$ cat src/rtl/fpga_sram_out_reg.sv
// Enable-gated output register with synchronous active-high clear.
// Used for the data-registered read stage and the optional output pipeline stage.
module fpga_sram_out_reg #(
  parameter int DATA_WIDTH = 8
) (
  input  logic                  i_clk,
  input  logic                  i_rst,
  input  logic                  i_en,
  input  logic [DATA_WIDTH-1:0] i_d,
  output logic [DATA_WIDTH-1:0] o_q
);

  logic [DATA_WIDTH-1:0] r_q;

  // Clear takes priority over the load enable.
  always_ff @(posedge i_clk) begin
    if (i_rst) begin
      r_q <= {DATA_WIDTH{1'b0}};
    end else if (i_en) begin
      r_q <= i_d;
    end else begin
      r_q <= r_q;
    end
  end

  assign o_q = r_q;

endmodule

$ cat src/rtl/fpga_sram.sv
// Inferable single-port synchronous RAM with per-lane write enables for FPGA builds.
// Optional macro FPGA_SRAM_ZERO_INIT_EN gives the array an all-zero initial value.
module fpga_sram #(
  parameter int MEM_SIZE   = 1,
  parameter int DATA_WIDTH = 8,
  parameter int ADDR_MSB   = 0,
  parameter int ADDR_LSB   = 0,
  parameter int WR_SIZE    = 8,
  parameter bit SYNC_OUT   = 1'b1,
  parameter bit PIPELINED  = 1'b0,
  parameter     RAM_STL    = "block"
) (
  input  logic                             clk,
  input  logic                             rst,
  input  logic [DATA_WIDTH-1:0]            din,
  input  logic [ADDR_MSB:ADDR_LSB]         addr,
  input  logic                             regen,
  input  logic                             rden,
  input  logic [DATA_WIDTH/WR_SIZE-1:0]    wren,
  output logic [DATA_WIDTH-1:0]            dout
);

  localparam int NLANES = DATA_WIDTH / WR_SIZE;
  localparam int IW     = (MEM_SIZE > 1) ? $clog2(MEM_SIZE) : 1;

`ifdef FPGA_SRAM_ZERO_INIT_EN
  (* ram_style = RAM_STL *) logic [DATA_WIDTH-1:0] r_mem [MEM_SIZE] = '{default: {DATA_WIDTH{1'b0}}};
`else
  (* ram_style = RAM_STL *) logic [DATA_WIDTH-1:0] r_mem [MEM_SIZE];
`endif

  logic [IW-1:0]         w_widx;
  logic                  w_wr_ok;
  logic [DATA_WIDTH-1:0] w_read_path;

  function automatic logic in_range(input logic [ADDR_MSB:ADDR_LSB] a);
    return (32'(a) < 32'(MEM_SIZE));
  endfunction

  assign w_widx  = IW'(addr);
  assign w_wr_ok = in_range(addr);

  // Lane-merged write; out-of-range indices must not alias onto real words.
  always_ff @(posedge clk) begin
    if (w_wr_ok) begin
      for (int i = 0; i < NLANES; i++) begin
        if (wren[i]) begin
          r_mem[w_widx][i*WR_SIZE +: WR_SIZE] <= din[i*WR_SIZE +: WR_SIZE];
        end
      end
    end
  end

  generate
    if (SYNC_OUT) begin : g_data_reg
      logic [DATA_WIDTH-1:0] w_rd_cur;

      assign w_rd_cur = w_wr_ok ? r_mem[w_widx] : {DATA_WIDTH{1'b0}};

      fpga_sram_out_reg #(.DATA_WIDTH(DATA_WIDTH)) u_dout_q (
        .i_clk (clk),
        .i_rst (rst),
        .i_en  (rden),
        .i_d   (w_rd_cur),
        .o_q   (w_read_path)
      );
    end else begin : g_addr_reg
      logic [ADDR_MSB:ADDR_LSB] r_addr_q;

      // Registered read address; the array is then read combinationally.
      always_ff @(posedge clk) begin
        if (rst) begin
          r_addr_q <= {(ADDR_MSB-ADDR_LSB+1){1'b0}};
        end else if (rden) begin
          r_addr_q <= addr;
        end else begin
          r_addr_q <= r_addr_q;
        end
      end

      assign w_read_path = in_range(r_addr_q) ? r_mem[IW'(r_addr_q)] : {DATA_WIDTH{1'b0}};
    end
  endgenerate

  generate
    if (PIPELINED) begin : g_pipe
      fpga_sram_out_reg #(.DATA_WIDTH(DATA_WIDTH)) u_pipe_q (
        .i_clk (clk),
        .i_rst (rst),
        .i_en  (regen),
        .i_d   (w_read_path),
        .o_q   (dout)
      );
    end else begin : g_no_pipe
      logic w_unused_regen;
      assign w_unused_regen = regen;
      assign dout           = w_read_path;
    end
  endgenerate

endmodule

$ cat config.mk
export PLATFORM = sky130hd
export DESIGN_NAME = fpga_sram
export DESIGN_NICKNAME = d
export VERILOG_FILES = /design/src/rtl/fpga_sram_out_reg.sv /design/src/rtl/fpga_sram.sv
export SDC_FILE = /design/constraint.sdc
export NUM_CORES = 1
export LEC_CHECK = 0
export ABC_AREA = 1
export CAP_MARGIN = 20
export CORE_AREA = 10 10 47 49
export CTS_BUF_LIST = sky130_fd_sc_hd__clkbuf_16
export DETAILED_ROUTE_END_ITERATION = 10
export DIE_AREA = 0 0 57 59
export GPL_ROUTABILITY_DRIVEN = 0
export PLACE_DENSITY = 0.74
export SKIP_CTS_REPAIR_TIMING = 1
export SLEW_MARGIN = 20
export SYNTH_ARGS = -nofsm -noshare
export SYNTH_HDL_FRONTEND = slang
export SYNTH_SLANG_ARGS = --single-unit
$ cat constraint.sdc
create_clock -name clk -period 1.4 [get_ports clk]
set_clock_uncertainty 0.05 [all_clocks]
set_input_delay 0.21 -clock clk [delete_from_list [all_inputs] [get_ports clk]]
set_output_delay 0.21 -clock clk [all_outputs]
set_load 0.02 [all_outputs]
# Word level (Yosys, flattened, before mapping)

Memory sizes are Yosys's and may differ from the RTL's.
Cells that the tools add are included.

Flip-flop bits (word level): 8
Memory bits (writable): 8
Input bits: 14
Output and inout bits: 8
Word-level logic and storage cells: 7
Memories: 1

Magnitude comparators: 1
Mux-type cells: 4

Memories:

| name  | depth | width | read ports | clocked after Yosys merged registers in | wr ports | line            | text |
|---|---|---|---|---|---|---|---|
| r_mem | 1     | 8     | 1          | 0                                       | 1        | fpga_sram.sv:29 | `(* ram_style = RAM_STL *) logic [DATA_WIDTH-1:0] r_mem [MEM_SIZE];` |

Operators with widths:

| cell                 | count |
|---|---|
| $mux W8              | 1 |
| $mux W1              | 3 |
| $lt A1 B1 Y1 const B | 1 |

# Longest topological paths before layout

Gate-level depths: netlist of run 1.

Depth in word-level cells: 3
Depth in mapped cells: 4
Depth with buffers taken out: 3

# By module

A second synthesis of run 1 with hierarchy kept.

Cells, all modules: 78
Area total of the unflattened synthesis: 660.6 um^2

By module, submodules not included:

| module            | times used | cells an instance | area each (um^2) |
|---|---|---|---|
| fpga_sram_out_reg | 1          | 51                | 341.6 |
| fpga_sram         | 1          | 27                | 319.1 |

# Least setup slack after synthesis of run 1

OpenSTA, ideal clock, no wires.

Kind: input-to-reg
Start: in wren
End: mem r_mem[0][0] (enable)
Arrival time: 599 ps
Required time: 979 ps
Slack: 380 ps
Stages: 2
Buffers on the path: 0
Cells stage by stage: inv_1 -> nor2_1

Cells in the longest elaborated chain, start to end: 3

Ends and longest elaborated chain:

| what                          | line            | text |
|---|---|---|
| from (decl)                   | fpga_sram.sv:19 | `input logic [DATA_WIDTH/WR_SIZE-1:0] wren,` |
| $mux W1                       | fpga_sram.sv:47 | `if (wren[i]) begin` |
| $mux W1                       | fpga_sram.sv:45 | `if (w_wr_ok) begin` |
| $mux W1 (implied by the code) | fpga_sram.sv:48 | `r_mem[w_widx][i*WR_SIZE +: WR_SIZE] <= din[i*WR_SIZE +: WR_SIZE];` |
| to (decl)                     | fpga_sram.sv:29 |  |

No other way between the ends.

# Worst setup path in the final report of run 1

Start: reg g_data_reg.u_dout_q.r_q[7] (netlist: g_data_reg.u_dout_q.o_q[7])
End: out dout[7]

RTL lines:

| what                   | line                    | text |
|---|---|---|
| from (decl)            | fpga_sram_out_reg.sv:13 | `logic [DATA_WIDTH-1:0] r_q;` |
| from (signal assigned) | fpga_sram_out_reg.sv:18 | `r_q <= {DATA_WIDTH{1'b0}};` |
| from (signal assigned) | fpga_sram_out_reg.sv:20 | `r_q <= i_d;` |
| from (signal assigned) | fpga_sram_out_reg.sv:22 | `r_q <= r_q;` |
| to (decl)              | fpga_sram.sv:20         | `output logic [DATA_WIDTH-1:0] dout` |

No word-level cell between the ends.

==> results of run 1 <==
## worst paths after layout
check	startpoint	end	cells after the start
worst max register to register	r_mem[0][1]	g_data_reg.u_dout_q.o_q[1]	2
worst max-delay path	g_data_reg.u_dout_q.o_q[7]	dout[7]	1
worst min-delay path	g_data_reg.u_dout_q.o_q[4]	g_data_reg.u_dout_q.o_q[4]	2
worst min register to register	g_data_reg.u_dout_q.o_q[4]	g_data_reg.u_dout_q.o_q[4]	2
## power breakdown
part / switching, mW / internal [mW] / total [mW] / leakage, nW
clock: 0.166 / 0.378 / 0.543 / 0.0385
combinational: 0.0418 / 0.0517 / 0.0934 / 0.259
sequential: 0.00873 / 0.520 / 0.529 / 0.140
## registers in the layout (all words and copies together), names as in the netlist
| name | count |
|---|---|
| g_data_reg.u_dout_q.o_q | 8 |
| r_mem | 8 |
## layer usage
layer / up-vias / GRT usage [%] / part of all wire (%)
li1: 203 / - / -
met1: 183 / 5.62 / 37
met2: 20 / 11.3 / 51
met3: 4 / 3.65 / 9.1
met4: 0 / 8.05 / 3.0
met5: - / 0 / 0
## kinds of logic (layout without fill, tap and decap cells)
logic type | count (synthesis) | after routing | share of synthesized area (%)
AND/OR/NAND/NOR | 17 | 17 | 13.7
flip-flops | 16 | 16 | 74.1
AO/OA/AOI/OAI | 8 | 8 | 7.41
buffers and inverters | 5 | 28 | 4.86
## stage by stage
step	setup WS [ns]	area [µm²]	hold slack [ns]
2_1_floorplan	0.380	541	0.259
3_3_place_gp	0.0916	753	0.404
3_5_place_dp	0.0822	753	0.407
4_1_cts	-0.0538	832	0.415
5_1_grt	0.212	852	0.429
6_report	0.319	852	0.410
## layout make-up
type | count | area, µm²
sequential | 16 | 400
timing repair buffer | 21 | 228
tap | 16 | 20.0
multi-input combinational | 25 | 114
clock inverter | 1 | 3.75
fill | 130 | 549
inverter | 3 | 11.3
clock buffer | 3 | 75.1
## placed cells by master, fill, tap and decap left out, drive strengths merged
| cell type | Yosys | routed |
|---|---|---|
| inv | 3 | 3 |
| nor2 | 1 | 1 |
| edfxtp | 8 | 8 |
| clkbuf | 0 | 3 |
| clkinv | 0 | 1 |
| nand3 | 8 | 8 |
| nand2 | 8 | 8 |
| dlymetal6s2s | 0 | 8 |
| dfxtp | 8 | 8 |
| buf | 2 | 1 |
| a21oi | 8 | 8 |
| clkdlybuf4s50 | 0 | 12 |
==> impl_metrics.json, run 1 <==
{
  "status": "complete, no violations",
  "hold_viol_final": 0,
  "yosys.area.top_type": "edfxtp_1",
  "rrSetupSlack_ns": 0.66,
  "max-slew-margin-rel_pct": 79.8,
  "cts.sinks": 16,
  "die_area_um2": 3360,
  "die_y_um": 59,
  "max_cap_viol_count": 0,
  "path_cells": "dlymetal6s2s_1",
  "ys_ff_latch": 16,
  "cp-end-kind": "output pin",
  "setup_violations": 0,
  "synth_area_leaders": "edfxtp_1 44%, dfxtp_1 30%, a21oi_1 7.4%",
  "tightest_slew_ns": 0.302,
  "ys_seq_area_share_pct": 74.1,
  "fin_cells": 85,
  "synth_cell_types": 10,
  "syn_inst": 46,
  "hold_path.class": "reg2reg",
  "grt_pass1_wl_um": 1730,
  "slowest_stage": "dfxtp_1",
  "numCtsBuffers": 3,
  "vias": 410,
  "h-tree-depth": 1,
  "area.growth.synth_to_final_pct": 57.6,
  "antenna_cells": 0,
  "arrival_ns": 0.82,
  "cp.buffers_inverters": 1,
  "max_stage_delay_ns": 0.34,
  "drt_iter0_drc": 5,
  "cts_root_buffer": "clkbuf_16",
  "setup_tns_ns": 0,
  "drt-vias-per-instance": 4.82,
  "crit_required_ns": 1.14,
  "initial_core_util_pct": 38.6,
  "syn-num-nets": 60,
  "worstSetupStartpointType": "flip-flop",
  "critPathKind": "reg2out",
  "ys_warn_count": 0,
  "synth_area_per_cell_um2": 11.8,
  "postSynth.asyncResetShare_pct": 0,
  "synth_edf_count": 8,
  "clockBufferDepth": 2,
  "grt_usage_pct": 6.99,
  "routed_wl_um": 1090,
  "drtAntennaViolNets": 0,
  "final_nets": 84,
  "leakage_nw": 0.438,
  "power_mw": 1.17,
  "hpwl_um": 760,
  "core_um2": 1400,
  "grt.overflow.total": 0,
  "clkLatencyLatePin_ns": 0.24,
  "fin_crit_ns": 1.08,
  "syn_area_um2": 541,
  "cp_max_fo": 2,
  "drive_gt1_share_pct": 7.25,
  "dominantRegCellSynth": "edfxtp_1",
  "fmax_ghz": 0.925,
  "post-route-util_pct": 60.8,
  "grt_max_degree": 10,
  "row_count": 14,
  "p_per_area_nw_per_um2": 1370,
  "routedWlPerCell_um": 12.9,
  "cts_tree": "yes",
  "clkTransAtPathRegs_ns": 0.05,
  "slew_viol_final": 0,
  "port_buffers": 20,
  "peakVddDrop_mv": 0.764,
  "io-pin-count": 22,
  "drc": 0,
  "synth_commonest_cells": "8 x a21oi_1, 8 x dfxtp_1, 8 x edfxtp_1, 8 x nand2_1, 8 x nand3_1",
  "placed_cells": 81,
  "die_w_um": 57,
  "finalCritPeriodShare_pct": 77.2,
  "rsz0062_at_grt": "false",
  "dr.pass1.iters": 4,
  "grt_pass1_vias": 417,
  "crit_family": "flip-flops",
  "synth_top_area_share_pct": 44.4,
  "antenna_found_initial": 0
}
(Power assumes the default switching activity.)
==> inputs of run 2 (changes only) <==
--- a/config.mk
+++ b/config.mk
@@ -7,12 +7,12 @@
 export LEC_CHECK = 0
 export ABC_AREA = 1
 export CAP_MARGIN = 20
-export CORE_AREA = 10 10 47 49
+export CORE_MARGIN = 10
+export CORE_UTILIZATION = 39
 export CTS_BUF_LIST = sky130_fd_sc_hd__clkbuf_16
 export DETAILED_ROUTE_END_ITERATION = 10
-export DIE_AREA = 0 0 57 59
 export GPL_ROUTABILITY_DRIVEN = 0
-export PLACE_DENSITY = 0.74
+export PLACE_DENSITY = 0.72
 export SKIP_CTS_REPAIR_TIMING = 1
 export SLEW_MARGIN = 20
 export SYNTH_ARGS = -nofsm -noshare
==> constraint.sdc (replaced) <==
create_clock -name clk -period 1.01 [get_ports clk]
set_clock_uncertainty 0.05 [all_clocks]
set_input_delay 0.1515 -clock clk [delete_from_list [all_inputs] [get_ports clk]]
set_output_delay 0.1515 -clock clk [all_outputs]
set_load 0.02 [all_outputs]
==> run 2 against run 1 <==
  * Utilization grew 2.5 points
  * Setup slack worse by 0.28 ns
  * Die area fell by 2.6%
  * Critical path depth is the same
  * Cell area down 3.4%
  * Register-to-register slack worse by 0.40 ns
  * Worst hold slack got worse by 0.034 ns
  * Clock-buffer cell count stayed put
  * Flip-flop and latch count unchanged
  * Sequential share of layout area is 1.6 points higher
  * Largest power group unchanged
==> impl_metrics.json, run 2 (synthesized netlist as in run 1, its figures left out) <==
{
  "status": "complete, no violations",
  "grt_pass1_wl_um": 1700,
  "final_nets": 87,
  "clkLatencyLatePin_ns": 0.24,
  "grt_max_degree": 10,
  "clkTransAtPathRegs_ns": 0.05,
  "cp_max_fo": 2,
  "cp-end-kind": "output pin",
  "holdWs_ns": 0.376,
  "hold_viol_final": 0,
  "timing.rr.end": "g_data_reg.u_dout_q.o_q[6]",
  "peakVddDrop_mv": 1.03,
  "io-pin-count": 22,
  "clkPwrFrac_pct": 46.8,
  "max_cap_viol_count": 0,
  "clockBufferDepth": 2,
  "cts_tree": "yes",
  "port_buffers": 20,
  "cts_root_buffer": "clkbuf_16",
  "routedWlPerCell_um": 12.6,
  "r2r-start": "g_data_reg.u_dout_q.o_q[6]",
  "drc": 0,
  "drt-vias-per-instance": 4.70,
  "leakage_nw": 0.353,
  "initial_core_util_pct": 41.5,
  "rrSetupSlack_ns": 0.26,
  "combPwrFrac_pct": 7.9,
  "hold_end": "r_mem[0][6]",
  "p_per_area_nw_per_um2": 1960,
  "antenna_cells": 0,
  "cts.sinks": 16,
  "cp.buffers_inverters": 1,
  "routed_wl_um": 1090,
  "fin_crit_ns": 0.976,
  "worstSetupStartpointType": "flip-flop",
  "grt_usage_pct": 6.51,
  "slew_viol_final": 0,
  "p_int_mw": 1.31,
  "hp-start": "wren",
  "rsz0062_at_grt": "false",
  "arrival_ns": 0.77,
  "crit_family": "flip-flops",
  "max-slew-margin-rel_pct": 81.0,
  "antenna_found_initial": 0,
  "hold_depth": 4,
  "r2r_cells": 3,
  "layout_commonest_cell": "clkdlybuf4s50_1",
  "die_y_um": 57.2,
  "setup_violations": 0,
  "finalCritPeriodShare_pct": 96.6,
  "die_area_um2": 3280,
  "vias": 409,
  "grt_pass1_vias": 389,
  "max_stage_delay_ns": 0.31,
  "critPathKind": "reg2out",
  "p_sw_share_pct": 18.8,
  "crit_required_ns": 0.81,
  "h-tree-depth": 1,
  "fillCellCount": 114,
  "hold_path.class": "in2reg",
  "numCtsBuffers": 3,
  "drive_gt1_share_pct": 20.8,
  "slowest_stage": "dfxtp_1",
  "grt.overflow.total": 0,
  "fmax_ghz": 1.03,
  "hpwl_um": 835,
  "area.growth.synth_to_final_pct": 52.3,
  "p_seq_share_pct": 45.3,
  "tightest_slew_ns": 0.283,
  "dr.pass1.iters": 3,
  "placed_cells": 83,
  "p_sw_mw": 0.304,
  "drtAntennaViolNets": 0,
  "row_count": 13,
  "fin_cells": 87,
  "drt_iter0_drc": 10,
  "die_w_um": 57.2,
  "path_cells": "dlymetal6s2s_1",
  "core_um2": 1300
}
run 2: changes by cell type in the layout (fill, tap and decap cells not counted), sizes merged:
cell           delta
clkbuf            +7
dlymetal6s2s      -6
buf               +3
clkdlybuf4s50     -1
clkinv            -1
inv               +1
run 2: through the flow:
stage	worst slack (ns)	total power, mW	cell area [µm²]	setup TNS, ns	utilization [%]
floorplan	0.0486	0.798	541	0	-
global placement	-0.208	0.882	774	-3.42	59.5
detailed placement	-0.231	0.886	774	-3.75	59.5
CTS	-0.391	1.64	853	-2.99	65.6
global route	0.00110	1.67	823	0	63.3
finish	0.0344	1.62	823	0	63.3
run 2: area by class of cell:
| class | instances | area [µm²] | share of cell area, % |
|---|---|---|---|
| Inverter | 3 | 11.3 | 1.37 |
| Clock inverter | 1 | 3.75 | 0.456 |
| Sequential cell | 16 | 400 | 48.6 |
| Multi-Input combinational cell | 25 | 114 | 13.8 |
| Tap cell | 15 | 18.8 | 2.28 |
| Clock buffer | 3 | 75.1 | 9.12 |
| Timing Repair Buffer | 24 | 200 | 24.3 |
run 2: worst max-delay path by stage:
stage          cells past startpoint  slack (ns)           to                        from
3_5_place_dp                       4       -0.23  r_mem[0][7]                        wren
3_3_place_gp                       4       -0.21  r_mem[0][1]                        wren
2_1_floorplan                      2        0.05  r_mem[0][0]                        wren
5_1_grt                            1       0.001      dout[4]  g_data_reg.u_dout_q.o_q[4]
4_1_cts                            1       -0.39      dout[6]  g_data_reg.u_dout_q.o_q[6]
6_report                           1        0.03      dout[4]  g_data_reg.u_dout_q.o_q[4]
run 2: routing by layer:
metal | vias to the layer above | global-route usage (%) | share of wire [%]
met1 | 180 | 6.36 | 44
met2 | 18 | 9.77 | 44
li1 | 209 | - | -
met5 | - | 0 | 0
met4 | 0 | 3.02 | 0.73
met3 | 2 | 5.31 | 11
run 2: power groups by stage:
stage / logic [mW] / registers, mW / clock network (mW)
5_1_grt: 0.137 / 0.736 / 0.798
6_report: 0.127 / 0.733 / 0.756
3_5_place_dp: 0.141 / 0.745 / 0
2_1_floorplan: 0.0398 / 0.758 / 0
4_1_cts: 0.141 / 0.733 / 0.769
3_3_place_gp: 0.139 / 0.743 / 0
run 2: worst min-delay path, delay by kind of cell:
family,cells,cell delay [ns]
buffers and inverters,3,0.30
AND/OR/NAND/NOR,1,0.09
==> inputs of run 3 (changes only) <==
--- a/config.mk
+++ b/config.mk
@@ -9,10 +9,9 @@
 export CAP_MARGIN = 20
 export CORE_MARGIN = 10
 export CORE_UTILIZATION = 39
-export CTS_BUF_LIST = sky130_fd_sc_hd__clkbuf_16
 export DETAILED_ROUTE_END_ITERATION = 10
 export GPL_ROUTABILITY_DRIVEN = 0
-export PLACE_DENSITY = 0.72
+export PLACE_DENSITY = 0.74
 export SKIP_CTS_REPAIR_TIMING = 1
 export SLEW_MARGIN = 20
 export SYNTH_ARGS = -nofsm -noshare
==> run 3 against run 2 <==
  * Setup slack got worse by 0.0026 ns
  * Maximum frequency shrank 0.26%
  * First-iteration DRC count is 30% lower
  * Highest routed layer is now met3
==> impl_metrics.json, run 3 (synthesized netlist as in run 1, its figures left out) <==
{
  "status": "complete, no violations",
  "path_cells": "buf_2",
  "dpl_cell_area_um2": 797,
  "final.setup.worst_slack_ns": 0.0319,
  "leakage_nw": 0.324,
  "antenna_found_initial": 0,
  "numCtsBuffers": 3,
  "hpwl_um": 929,
  "max-slew-margin-rel_pct": 81.8,
  "grt.overflow.total": 0,
  "initial_core_util_pct": 41.5,
  "drc": 0,
  "die_area_um2": 3280,
  "clkLatencyLatePin_ns": 0.28,
  "grt_usage_pct": 6.73,
  "crit_required_ns": 0.81,
  "p_per_area_nw_per_um2": 1500,
  "dp_slack_ns": -0.242,
  "die_y_um": 57.2,
  "dr.pass1.iters": 3,
  "max_stage_delay_ns": 0.33,
  "io-pin-count": 22,
  "slew_viol_final": 0,
  "fillCellCount": 125,
  "critPathKind": "reg2out",
  "cp_max_fo": 2,
  "arrival_ns": 0.78,
  "routed_wl_um": 1100,
  "cp.buffers_inverters": 1,
  "grt_pass1_wl_um": 1770,
  "worstSetupStartpointType": "flip-flop",
  "setup_tns_ns": 0,
  "cts.sinks": 16,
  "hold_path.class": "in2reg",
  "vias": 405,
  "antenna_cells": 0,
  "final_nets": 90,
  "peakVddDrop_mv": 0.964,
  "slowest_stage": "dfxtp_1",
  "fin_crit_ns": 0.978,
  "multi_input_area_um2": 114,
  "cp-end-kind": "output pin",
  "port_buffers": 20,
  "finalCritPeriodShare_pct": 96.8,
  "cts_root_buffer": "clkbuf_4",
  "cts_tree": "yes",
  "crit_family": "flip-flops",
  "max_cap_viol_count": 0,
  "most-common-layout-cells": "14 x buf_4, 12 x clkdlybuf4s50_1",
  "fmax_ghz": 1.02,
  "drive_gt1_share_pct": 29.3,
  "die_w_um": 57.2,
  "tightest_slew_ns": 0.272,
  "setup_violations": 0,
  "h-tree-depth": 1,
  "drt_iter0_drc": 7,
  "core_um2": 1300,
  "drtAntennaViolNets": 0,
  "post-route-util_pct": 61.8,
  "final_area_um2": 805,
  "drt-vias-per-instance": 4.50,
  "seqCellArea_um2": 404,
  "area.growth.synth_to_final_pct": 48.8,
  "grt_max_degree": 10,
  "routedWlPerCell_um": 12.2,
  "grt_pass1_vias": 412,
  "row_count": 13,
  "hold_viol_final": 0,
  "clockBufferDepth": 2,
  "layout_commonest_cell": "buf_4",
  "clkTransAtPathRegs_ns": 0.09
}
==> run 3: cell count changes in the layout (fill, tap and decap cells not counted) <==
cell	before	now
clkdlybuf4s50_1	11	12
buf_2	0	1
dlymetal6s2s_1	2	0
clkbuf_16	3	0
clkbuf_2	7	0
clkbuf_4	0	3
dfxtp_1	8	5
clkbuf_1	0	1
buf_4	4	14
dfxtp_2	0	3
inv_1	3	2
==> run 3: where the power goes <==
group | switching (mW) | internal [mW] | total, mW
logic | 0.0605 | 0.0802 | 0.141
clock network | 0.186 | 0.153 | 0.339
registers | 0.0119 | 0.718 | 0.730
==> run 3: area by class of cell <==
cell class              instances  share of cell area (%)
well taps                      15                    2.33
inverters                       3                    1.40
clock buffers                   4                    3.27
repair buffers                 27                    28.6
flip-flops and latches         16                    50.2
multi-input cells              25                    14.2
==> run 3: path summary, 6_finish.rpt <==
path                                                 start                    endpoint  slack (ns)  cells past startpoint
worst min register to register  g_data_reg.u_dout_q.o_q[6]  g_data_reg.u_dout_q.o_q[6]        0.42                      2
worst max register to register  g_data_reg.u_dout_q.o_q[7]  g_data_reg.u_dout_q.o_q[7]        0.23                      3
worst min-delay path                                din[6]                 r_mem[0][6]        0.37                      1
worst max-delay path            g_data_reg.u_dout_q.o_q[6]                     dout[6]        0.03                      1
==> run 3: metal layers <==
layer | track usage [%] | share of wire [%] | routed length, µm | up-vias
met4 | 2.01 | 0 | 0 | 0
li1 | - | - | - | 214
met5 | 0 | 0 | 0 | -
met3 | 3.76 | 8.3 | 91 | 0
met2 | 11.5 | 49 | 540 | 16
met1 | 6.86 | 42 | 464 | 175
==> run 3: metrics by stage <==
| stage | cells | hold slack (ns) | total power, mW |
|---|---|---|---|
| floorplan | 46 | 0.200 | 0.798 |
| global placement | 86 | 0.405 | 0.888 |
| detailed placement | 86 | 0.408 | 0.894 |
| CTS | 90 | 0.366 | 1.23 |
| global route | 90 | 0.360 | 1.27 |
| finish | 90 | 0.373 | 1.21 |
